## config.mk

```make
export PLATFORM = sky130hd
export DESIGN_NAME = count_run_ctrl
export DESIGN_NICKNAME = d
export VERILOG_FILES = /design/src/rtl/count_run_pkg.sv /design/src/rtl/wrap_tally.sv /design/src/rtl/count_run_ctrl.sv
export SDC_FILE = /design/constraint.sdc
export NUM_CORES = 1
export LEC_CHECK = 0
export CAP_MARGIN = 20
export CORE_MARGIN = 1.5
export CORE_UTILIZATION = 25
export DETAILED_ROUTE_END_ITERATION = 12
export HOLD_SLACK_MARGIN = 0.12
export SLEW_MARGIN = 20
export SYNTH_ARGS = -nofsm -noshare
export SYNTH_HDL_FRONTEND = slang
export SYNTH_SLANG_ARGS = --single-unit
```

## constraint.sdc

```tcl
create_clock -name clock -period 7 [get_ports clock]
set_input_delay 0.7 -clock clock [delete_from_list [all_inputs] [get_ports clock]]
set_output_delay 0.7 -clock clock [all_outputs]
set_load 0.02 [all_outputs]
```

## src/rtl/count_run_pkg.sv

```systemverilog
// rtl/count_run_pkg.sv - shared types, default widths and helpers for the counter run controller
package count_run_pkg;

    localparam int CNT_W  = 6;
    localparam int LEN_W  = 32;
    localparam int WRAP_W = 16;

    typedef enum logic [1:0] {
        ST_IDLE,
        ST_CLEAR,
        ST_RUN,
        ST_REPORT
    } run_state_e;

    // All-ones value of a w-bit counter, i.e. the value it holds just before wrapping.
    function automatic int unsigned cnt_max(input int unsigned w);
        return (32'd1 << w) - 32'd1;
    endfunction

endpackage

```

## src/rtl/wrap_tally.sv

```systemverilog
// rtl/wrap_tally.sv - saturating wrap counter with synchronous clear and increment
//
// Ports:
//   clk_i   : clock, rising edge
//   rst_i   : synchronous active-high reset
//   clr_i   : synchronous clear (wins over increment)
//   inc_i   : increment request; ignored once the tally is all-ones
//   tally_o : current tally
module wrap_tally #(
    parameter int W = 16
) (
    input  logic         clk_i,
    input  logic         rst_i,
    input  logic         clr_i,
    input  logic         inc_i,
    output logic [W-1:0] tally_o
);

    logic [W-1:0] tally_q;
    logic [W-1:0] tally_d;

    always_comb begin
        tally_d = tally_q;
        if (clr_i) begin
            tally_d = '0;
        end else if (inc_i && (tally_q != '1)) begin
            tally_d = tally_q + W'(1);
        end
    end

    always_ff @(posedge clk_i) begin
        if (rst_i) begin
            tally_q <= '0;
        end else begin
            tally_q <= tally_d;
        end
    end

    assign tally_o = tally_q;

endmodule

```

## src/rtl/count_run_ctrl.sv

```systemverilog
// rtl/count_run_ctrl.sv - run controller driving clear/enable of a binary counter for a commanded length
//
// Optional feature macro: RUN_CTRL_ABORT_EN (adds the abort input).
//
// Ports:
//   clock, reset          : clock and synchronous active-high reset
//   cmd_valid/cmd_ready   : command handshake; cmd_len = enable cycles, cmd_clear = clear counter first
//   abort                 : terminate the current run (RUN_CTRL_ABORT_EN only)
//   count                 : current value of the controlled counter
//   cnt_clear, cnt_en     : clear and increment enable to the counter
//   busy                  : a command is in progress
//   done_valid/done_ready : completion record handshake
//   done_wraps            : saturating count of wraps seen during the run
//   done_aborted          : the run was ended by abort
module count_run_ctrl #(
    parameter int CNT_W  = count_run_pkg::CNT_W,
    parameter int LEN_W  = count_run_pkg::LEN_W,
    parameter int WRAP_W = count_run_pkg::WRAP_W
) (
    input  logic              clock,
    input  logic              reset,
    input  logic              cmd_valid,
    output logic              cmd_ready,
    input  logic [LEN_W-1:0]  cmd_len,
    input  logic              cmd_clear,
`ifdef RUN_CTRL_ABORT_EN
    input  logic              abort,
`endif
    input  logic [CNT_W-1:0]  count,
    output logic              cnt_clear,
    output logic              cnt_en,
    output logic              busy,
    output logic              done_valid,
    input  logic              done_ready,
    output logic [WRAP_W-1:0] done_wraps,
    output logic              done_aborted
);

    import count_run_pkg::*;

    localparam logic [CNT_W-1:0] CNT_MAX = CNT_W'(cnt_max(CNT_W));

    run_state_e       state_q, state_d;
    logic [LEN_W-1:0] rem_q, rem_d;
    logic             aborted_q, aborted_d;
    logic             tally_clr;
    logic             wrap_hit;
    logic             abort_w;

`ifdef RUN_CTRL_ABORT_EN
    assign abort_w = abort;
`else
    assign abort_w = 1'b0;
`endif

    // Ready and enable are also gated by reset so an asserted reset stops
    // the counter in the same cycle rather than one edge later.
    assign cmd_ready  = (state_q == ST_IDLE) && !reset;
    assign cnt_clear  = (state_q == ST_CLEAR);
    assign cnt_en     = (state_q == ST_RUN) && !abort_w && !reset;
    assign busy       = (state_q != ST_IDLE);
    assign done_valid = (state_q == ST_REPORT);
    assign wrap_hit   = cnt_en && (count == CNT_MAX);

    always_comb begin
        state_d   = state_q;
        rem_d     = rem_q;
        aborted_d = aborted_q;
        tally_clr = 1'b0;
        case (state_q)
            ST_IDLE: begin
                if (cmd_valid && cmd_ready) begin
                    rem_d     = cmd_len;
                    aborted_d = 1'b0;
                    tally_clr = 1'b1;
                    if (cmd_clear) begin
                        state_d = ST_CLEAR;
                    end else if (cmd_len == '0) begin
                        state_d = ST_REPORT;
                    end else begin
                        state_d = ST_RUN;
                    end
                end
            end
            ST_CLEAR: begin
                if (abort_w) begin
                    aborted_d = 1'b1;
                    state_d   = ST_REPORT;
                end else if (rem_q == '0) begin
                    state_d = ST_REPORT;
                end else begin
                    state_d = ST_RUN;
                end
            end
            ST_RUN: begin
                if (abort_w) begin
                    aborted_d = 1'b1;
                    state_d   = ST_REPORT;
                end else begin
                    // Leaving at remaining==1 means the length never underflows,
                    // so the all-ones length is an ordinary long run.
                    rem_d = rem_q - LEN_W'(1);
                    if (rem_q == LEN_W'(1)) begin
                        state_d = ST_REPORT;
                    end
                end
            end
            ST_REPORT: begin
                if (done_ready) begin
                    state_d = ST_IDLE;
                end
            end
            default: state_d = ST_IDLE;
        endcase
    end

    always_ff @(posedge clock) begin
        if (reset) begin
            state_q   <= ST_IDLE;
            rem_q     <= '0;
            aborted_q <= 1'b0;
        end else begin
            state_q   <= state_d;
            rem_q     <= rem_d;
            aborted_q <= aborted_d;
        end
    end

    wrap_tally #(
        .W (WRAP_W)
    ) u_wrap_tally (
        .clk_i   (clock),
        .rst_i   (reset),
        .clr_i   (tally_clr),
        .inc_i   (wrap_hit),
        .tally_o (done_wraps)
    );

    assign done_aborted = aborted_q;

endmodule

```

; After elaboration in Yosys (flattened, before gate mapping)
; Cells that the tools add are included.
[op_classes]
addsub = 2
n_reduce_logical = 14
eq_ne = 9
n_mux = 11
[ops]
columns = op, count
row1 = $logic_not 32->1, 2
row2 = $pmux 32 s2, 1
row3 = $eq 32x1->1 const B, 1
row4 = $mux 32, 1
row5 = $sub 32x1->32 const B, 1
row6 = $add 16x1->16 const B, 1
row7 = $ne 16x16->1 const B, 1
row8 = $mux 2, 4
row9 = $pmux 2 s4, 1
row10 = $eq 6x6->1 const B, 1
row11 = $ne 2x1->1 const B, 3
row12 = $logic_and 1x1->1, 5
row13 = $eq 2x2->1 const B, 2
row14 = $mux 1, 4
row15 = $reduce_bool 2->1, 2
row16 = $reduce_and 3->1, 1
row17 = $eq 2x1->1 const B, 1
row18 = $logic_not 2->1, 1
row19 = $reduce_and 2->1, 1
row20 = $reduce_or 2->1, 1
row21 = $logic_not 1->1, 1
[totals]
elab_cells = 39
out_inout_bits = 22
regBits = 50
input_bits = 43

; Longest topological paths before layout
; Gate-level depths: netlist of run 1.
[depth]
ltp_word = 6
ltp_mapped = 9
depth_no_buf = 7

; Cells and area by module
; A second synthesis of run 1 with hierarchy kept.
[hier_totals]
cells_unflattened = 430
area_unflattened_um2 = 3363.2
[by_module_without_submodules]
columns = module, cells_each, n_inst, area_per_inst_um2, seq_area_each_um2
row1 = count_run_ctrl, 328, 1, 2446.1, 680.7
row2 = wrap_tally, 102, 1, 917.1, 320.3

; Least setup slack after synthesis of run 1
; Ideal clock, no wire load.
[synth_path]
path_kind = register -> register
start = reg rem_q[0]
end = reg rem_q[28]
synth_period_minus_slack_ns = 2.179
path_stages_with_launch = 8
arrival_ns = 2.105
setup_time_ns = 0.074
required_time_ns = 6.926
n_path_buf = 0
slack_ns = 4.821
path_cell_list = dfxtp_1 inv_1 ha_1 nor3b_1 nand3_1 or2_1 or4_1 a31oi_1
[synth_via]
elab_chain_cells = 2
[synth_lines]
columns = item, line_no
row1 = "start, declared", count_run_ctrl.sv:44  ; logic [LEN_W-1:0] rem_q, rem_d;
row2 = "start signal, assigned", count_run_ctrl.sv:124  ; rem_q <= rem_d;
row3 = $sub 32x1->32, count_run_ctrl.sv:102  ; rem_d = rem_q - LEN_W'(1);
row4 = $pmux 32 s2, count_run_ctrl.sv:70  ; case (state_q)
; No other way between the ends.
; A chain may end at the register's enable or synchronous reset.

; Final worst setup path of run 1
[layout_path]
start = reg state_q[0]
end = out cnt_en
[layout_via]
elab_chain_cells = 2
[layout_lines]
columns = item, line_no
row1 = "start, declared", count_run_ctrl.sv:43  ; run_state_e state_q, state_d;
row2 = "start signal, assigned", count_run_ctrl.sv:123  ; state_q <= state_d;
row3 = $eq 2x2->1, count_run_ctrl.sv:60  ; assign cnt_en = (state_q == ST_RUN) && !abort_w && !reset;
row4 = $logic_and 1x1->1, count_run_ctrl.sv:60
row5 = "end, declared", count_run_ctrl.sv:31  ; output logic cnt_en,
; No other way between the ends.

==> impl_metrics.tcl, run 1 <==
set metrics [dict create \
    setup.worst_path.class "reg -> out" \
    syn_avg_cell_area_um2 7.78 \
    p_per_area_mw_per_mm2 349 \
    hold_buffers 0 \
    grt_pass1_wl_mm 15.6 \
    crit_chain "inv_1 -> ha_2 -> buf_4 -> inv_1 -> nor2_1 -> clkdlybuf4s50_1" \
    die_h_um 116 \
    drc 0 \
    clkTransAtPathRegs_ns 0.07 \
    firstDrtPassIters 5 \
    crit_path_start_kind "register" \
    dp_hpwl_mm 6.74 \
    status "complete, no violations" \
    portBuffers 63 \
    required_ns 6.30 \
    end_kind "output pin" \
    rsz0062_at_grt "no" \
    path_buf_inv 4 \
    yosys_warnings 0 \
    dp.cells 624 \
    slowest_delay_ns 0.62 \
    synth_nets 462 \
    ys.flop_type "dfxtp_1" \
    slew_viol_final 0 \
    critPathTopFamily "buffers and inverters" \
    cts_root_buf "clkbuf_16" \
    drt_iter0_drc 304 \
    clock_skew_ns 0.00843 \
    drive_gt1_frac 0.0479 \
    num-nets-final 510 \
    cts_made_buffers 5 \
    finalSetupViolations 0 \
    async_flop_share 0 \
    use_met1 0.197 \
    num_rows 41 \
    coreArea_mm2 0.0126 \
    ys_ff_latch 50 \
    n_antenna_cell 0 \
    finalWirelength_mm 9.54 \
    synth.distinct_cells 58 \
    fin_crit_sh 0.432 \
    vias 3393 \
    min_path_type "reg -> reg" \
    grt.busiest_layer "met2" \
    met2_usage 0.234 \
    synthesis.instances 411 \
    worstMarginPinSlew_ns 0.748 \
    final_area_mm2 0.00411 \
    grt_pass1_vias 3182 \
    met3_usage 0.0251 \
    die-area_mm2 0.0135 \
    critPathArrivalTime_ns 2.32 \
    maxSlewHeadroom 0.498 \
    placed_cell_area_mm2 0.00398 \
    min_period_ns 3.02 \
    initial_utilization 0.254 \
    synth_area_mm2 0.00320 \
    r2r_slack_ns 4.14 \
    crit_top_cell "inv_1" \
    grt_max_degree 63 \
    grt_antenna_before_repair 0 \
    timing.final.ws_setup_ns 3.98 \
    pin_count 65 \
    synth-edff-count 0 \
    cts_buffer_depth 2 \
    cts_sinks 50 \
    cts_tree "built" \
    maxCapViolCount 0 \
    clock.fmax_ghz 0.331 \
    postCtsSetupBuffers 0 \
    finalHoldViolCount 0 \
    ys_seq_area_frac 0.313 \
    fillerInstances 1342 \
    pre_cts_slack_ns 3.83 \
    slowest_stage "clkdlybuf4s50_1" \
    globalplace.congestion 0.844 \
    clock_latency_ns 0.29 \
    die_width_um 116 \
    postCtsResizedCells 0 \
    ir_drop_mv 0.171 \
    via_per_inst 5.38 \
    area.growth.synth_to_final_pct 28.6 \
    grt.overflow.total 0 \
    tns_ns 0 \
    wl_per_cell_um 15.1 \
    ant_nets 0 \
    grt_use_total 0.143 \
    fin_cells 631 \
    p_leak_nw 1.33 \
    cts_htree_levels 2 \
    crit_path_max_fanout 62 \
]
==> cell type report <==
| cell class | instances | area, um2 | share of cell area |
|---|---|---|---|
| well taps | 172 | 215 | 0.0524 |
| repair buffers | 67 | 661 | 0.161 |
| inverters | 13 | 48.8 | 0.0119 |
| multi-input cells | 322 | 2050 | 0.499 |
| clock buffers | 7 | 133 | 0.0323 |
| flip-flops and latches | 50 | 1000 | 0.244 |
==> cells by family after synthesis <==
| family | synth area share |
|---|---|
| simple gates | 0.293 |
| compound gates | 0.276 |
| flops | 0.313 |
| buf+inv | 0.0470 |
| fa+ha+maj | 0.0313 |
| xor+xnor | 0.0192 |
| mux | 0.0200 |
| other cells | 0.00117 |
==> tightest hold or removal path, stage by stage, from the launching register on <==
cell and delay (ns):
dfxtp_1 0.32, o21ai_0 0.07, a21oi_1 0.06
==> Yosys cell counts (2+ instances only) <==
cell type,instances,area share
a211oi_1,8,0.019
a21o_1,3,0.0070
a21oi_1,36,0.056
a22oi_1,7,0.016
a2bb2oi_1,3,0.0082
a31oi_1,9,0.018
a41o_1,2,0.0063
and2_1,2,0.0039
and3_1,4,0.0078
and4_1,3,0.0082
clkbuf_1,24,0.028
dfxtp_1,50,0.31
ha_1,8,0.031
inv_1,13,0.015
mux2_2,3,0.011
mux2i_1,3,0.0094
nand2_1,26,0.031
nand2b_1,4,0.0078
nand3_1,13,0.020
nand4_1,11,0.022
nand4b_1,2,0.0055
nor2_1,32,0.038
nor2b_1,8,0.016
nor3_1,11,0.017
nor4_1,15,0.029
nor4b_1,3,0.0082
o2111ai_1,2,0.0055
o211ai_1,8,0.019
o21ai_0,26,0.041
o21ai_1,3,0.0047
o22ai_1,5,0.0098
o31ai_1,4,0.0094
o32ai_1,7,0.019
o41ai_1,2,0.0055
or2_1,2,0.0039
or3_1,13,0.025
or4_1,9,0.021
xor2_1,7,0.019
==> metrics by stage <==
step	total power, mW	utilization	hold WS, ns
after floorplan	0.983	-	0.450
after global placement	1.18	0.316	0.477
after detailed placement	1.19	0.316	0.478
after CTS	1.43	0.327	0.490
after global routing	1.55	0.327	0.517
final	1.43	0.327	0.498
==> routing by layer <==
metal / vias to the layer above / part of all wire
met1: 1589 / 0.48
met2: 118 / 0.45
met3: 9 / 0.061
met4: 0 / 0.012
li1: 1677 / -
met5: - / 0
==> registers in the layout, summed over array words and instances, names as in the netlist <==
name                  flops
u_wrap_tally.tally_o     16
state_q                   2
rem_q                    32
==> worst paths after layout <==
kind / cells after the start / to / from
min: 2 / rem_q[21]$_SDFFE_PP0P_ / rem_q[21]$_SDFFE_PP0P_
max reg2reg: 5 / rem_q[31]$_SDFFE_PP0P_ / rem_q[3]$_SDFFE_PP0P_
max: 6 / cnt_en / state_q[0]$_SDFFE_PP0P_
min reg2reg: 2 / rem_q[21]$_SDFFE_PP0P_ / rem_q[21]$_SDFFE_PP0P_
==> cells in the final DEF, fill, tap and decap left out, types with 8 or more instances in the layout <==
| cell type | Yosys | routed |
|---|---|---|
| nor2_1 | 32 | 32 |
| nor4_1 | 15 | 15 |
| a21oi_1 | 36 | 36 |
| nor3_1 | 11 | 11 |
| inv_1 | 13 | 13 |
| a31oi_1 | 9 | 9 |
| o21ai_0 | 26 | 26 |
| clkdlybuf4s50_1 | 0 | 63 |
| or4_1 | 9 | 9 |
| nand2_1 | 26 | 26 |
| nor2b_1 | 8 | 8 |
| dfxtp_1 | 50 | 50 |
| o211ai_1 | 8 | 8 |
| or3_1 | 13 | 13 |
| nand3_1 | 13 | 13 |
| nand4_1 | 11 | 11 |
| a211oi_1 | 8 | 8 |
==> power breakdown <==
group	internal [mW]	switching, mW
logic	0.286	0.510
clock network	0.131	0.102
registers	0.340	0.0646
Power figures use the tool's default switching activity.
==> run 2, diff against run 1 <==
==> constraint.sdc (replaced) <==
create_clock -name clock -period 2.9 [get_ports clock]
set_input_delay 0.29 -clock clock [delete_from_list [all_inputs] [get_ports clock]]
set_output_delay 0.29 -clock clock [all_outputs]
set_load 0.02 [all_outputs]
==> run 2 against run 1 <==
Effect of this change:
- critical endpoint unchanged
- final area rose by 2.2%
- power rose to 2.6 times the previous value
- register-to-register slack got worse by 3.7 ns
- setup slack got worse by 3.8 ns
- routed wire length rose by 4.2%
==> impl_metrics.tcl, run 2 (same netlist as run 1, synthesis figures left out) <==
set metrics [dict create \
    status "complete, no violations" \
    slew_viol_final 0 \
    drt_iter0_drc 361 \
    cts_sinks 50 \
    vias 3461 \
    grt_pass1_wl_mm 16.0 \
    clkTransAtPathRegs_ns 0.07 \
    fillerInstances 1336 \
    min_period_ns 2.68 \
    cts_tree "built" \
    num-nets-final 517 \
    hold_buffers 0 \
    slowest_stage "clkdlybuf4s50_1" \
    fin_crit_sh 0.925 \
    grt_pass1_vias 3224 \
    firstDrtPassIters 5 \
    die_h_um 116 \
    min_path_type "reg -> reg" \
    drive_gt1_frac 0.0665 \
    die_width_um 116 \
    cts_made_buffers 5 \
    largest_register_ffs 32 \
    clock.fmax_ghz 0.373 \
    pin_count 65 \
    dp_hpwl_mm 7.26 \
    crit_path_start_kind "register" \
    cts_root_buf "clkbuf_16" \
    drc 0 \
    grt.overflow.total 0 \
    clock_skew_ns 0.00579 \
    rsz0062_at_grt "no" \
    layout_common_cells "clkdlybuf4s50_1 (63), dfxtp_1 (50), a21oi_1 (36), nor2_1 (32)" \
    n_antenna_cell 0 \
    critPathArrivalTime_ns 2.39 \
    postCtsSetupBuffers 0 \
    top_register "rem_q" \
    die-area_mm2 0.0135 \
    ant_nets 0 \
    cts_buffer_depth 2 \
    crit_top_cell "inv_1" \
    cts_htree_levels 2 \
    initial_utilization 0.254 \
    power_mw 3.70 \
    grt_antenna_before_repair 0 \
    p_leak_nw 1.38 \
    via_per_inst 5.42 \
    ir_drop_mv 0.309 \
    required_ns 2.61 \
    finalSetupViolations 0 \
    num_rows 41 \
    final_common_cell "clkdlybuf4s50_1" \
    multi_input_area_mm2 0.00205 \
    area.growth.synth_to_final_pct 31.4 \
    globalplace.congestion 0.853 \
    seq_area_mm2 0.00100 \
    coreArea_mm2 0.0126 \
    end_kind "output pin" \
    crit_chain "inv_1 -> ha_2 -> inv_1 -> nor2_1 -> clkdlybuf4s50_1" \
    grt_max_degree 35 \
    slowest_delay_ns 0.63 \
    grt_use_total 0.149 \
    crit_path_max_fanout 21 \
    clock_latency_ns 0.29 \
    tns_ns 0 \
    p_per_area_mw_per_mm2 882 \
    finalHoldViolCount 0 \
    setup.worst_path.class "reg -> out" \
    worstMarginPinSlew_ns 0.730 \
    wl_per_cell_um 15.6 \
    portBuffers 63 \
    maxSlewHeadroom 0.506 \
    postCtsResizedCells 0 \
    maxCapViolCount 0 \
    finalWirelength_mm 9.94 \
]
-- run 2: cell types whose count changed in the layout (fill, tap and decap cells not counted), sizes merged --
cell | before | now
buf | 4 | 11
clkbuf | 7 | 6
bufinv | 0 | 1
-- run 2: final timing paths --
kind	startpoint	cells after the start	end	slack (ns)
worst max-delay path	state_q[0]$_SDFFE_PP0P_	5	cnt_en	0.22
worst min-delay path	rem_q[24]$_SDFFE_PP0P_	2	rem_q[24]$_SDFFE_PP0P_	0.49
worst max register to register	rem_q[19]$_SDFFE_PP0P_	5	rem_q[31]$_SDFFE_PP0P_	0.45
worst min register to register	rem_q[24]$_SDFFE_PP0P_	2	rem_q[24]$_SDFFE_PP0P_	0.49
-- run 2: worst max-delay path: cells and delay by family (launching register included) --
family	cells	cell delay, ns
and+or+nand+nor	1	0.20
buffers and inverters	3	1.09
DFF	1	0.33
adders and majority gates	1	0.48
-- run 2: layout make-up --
| class | count | area share |
|---|---|---|
| well taps | 172 | 0.0513 |
| clock buffers | 6 | 0.0331 |
| inverters | 13 | 0.0116 |
| multi-input cells | 322 | 0.489 |
| clock inverters | 1 | 0.00715 |
| flip-flops and latches | 50 | 0.238 |
| repair buffers | 74 | 0.170 |
-- run 2: metal layers --
metal,GRT usage,routed length [um],vias up
li1,-,-,1691
met1,0.192,4540,1615
met2,0.248,4510,144
met3,0.0371,761,11
met4,0.0423,130,0
met5,0,0,-
-- run 2: per-stage QoR --
stage	cell area [um2]	hold slack (ns)	std cells	utilization	worst slack (ns)
after global routing	4200	0.513	638	0.334	0.0833
after detailed placement	4030	0.479	631	0.321	0.492
after global placement	4030	0.475	631	0.321	0.511
final	4200	0.494	638	0.334	0.217
after floorplan	3200	0.450	411	-	0.721
after CTS	4200	0.490	638	0.334	0.177
-- run 2: power by group --
group / switching (mW) / leakage [nW] / total (mW) / internal (mW)
clock: 0.263 / 0.0829 / 0.690 / 0.426
sequential: 0.160 / 0.407 / 0.979 / 0.819
combinational: 1.28 / 0.887 / 2.04 / 0.758
total: 1.70 / 1.38 / 3.70 / 2.00
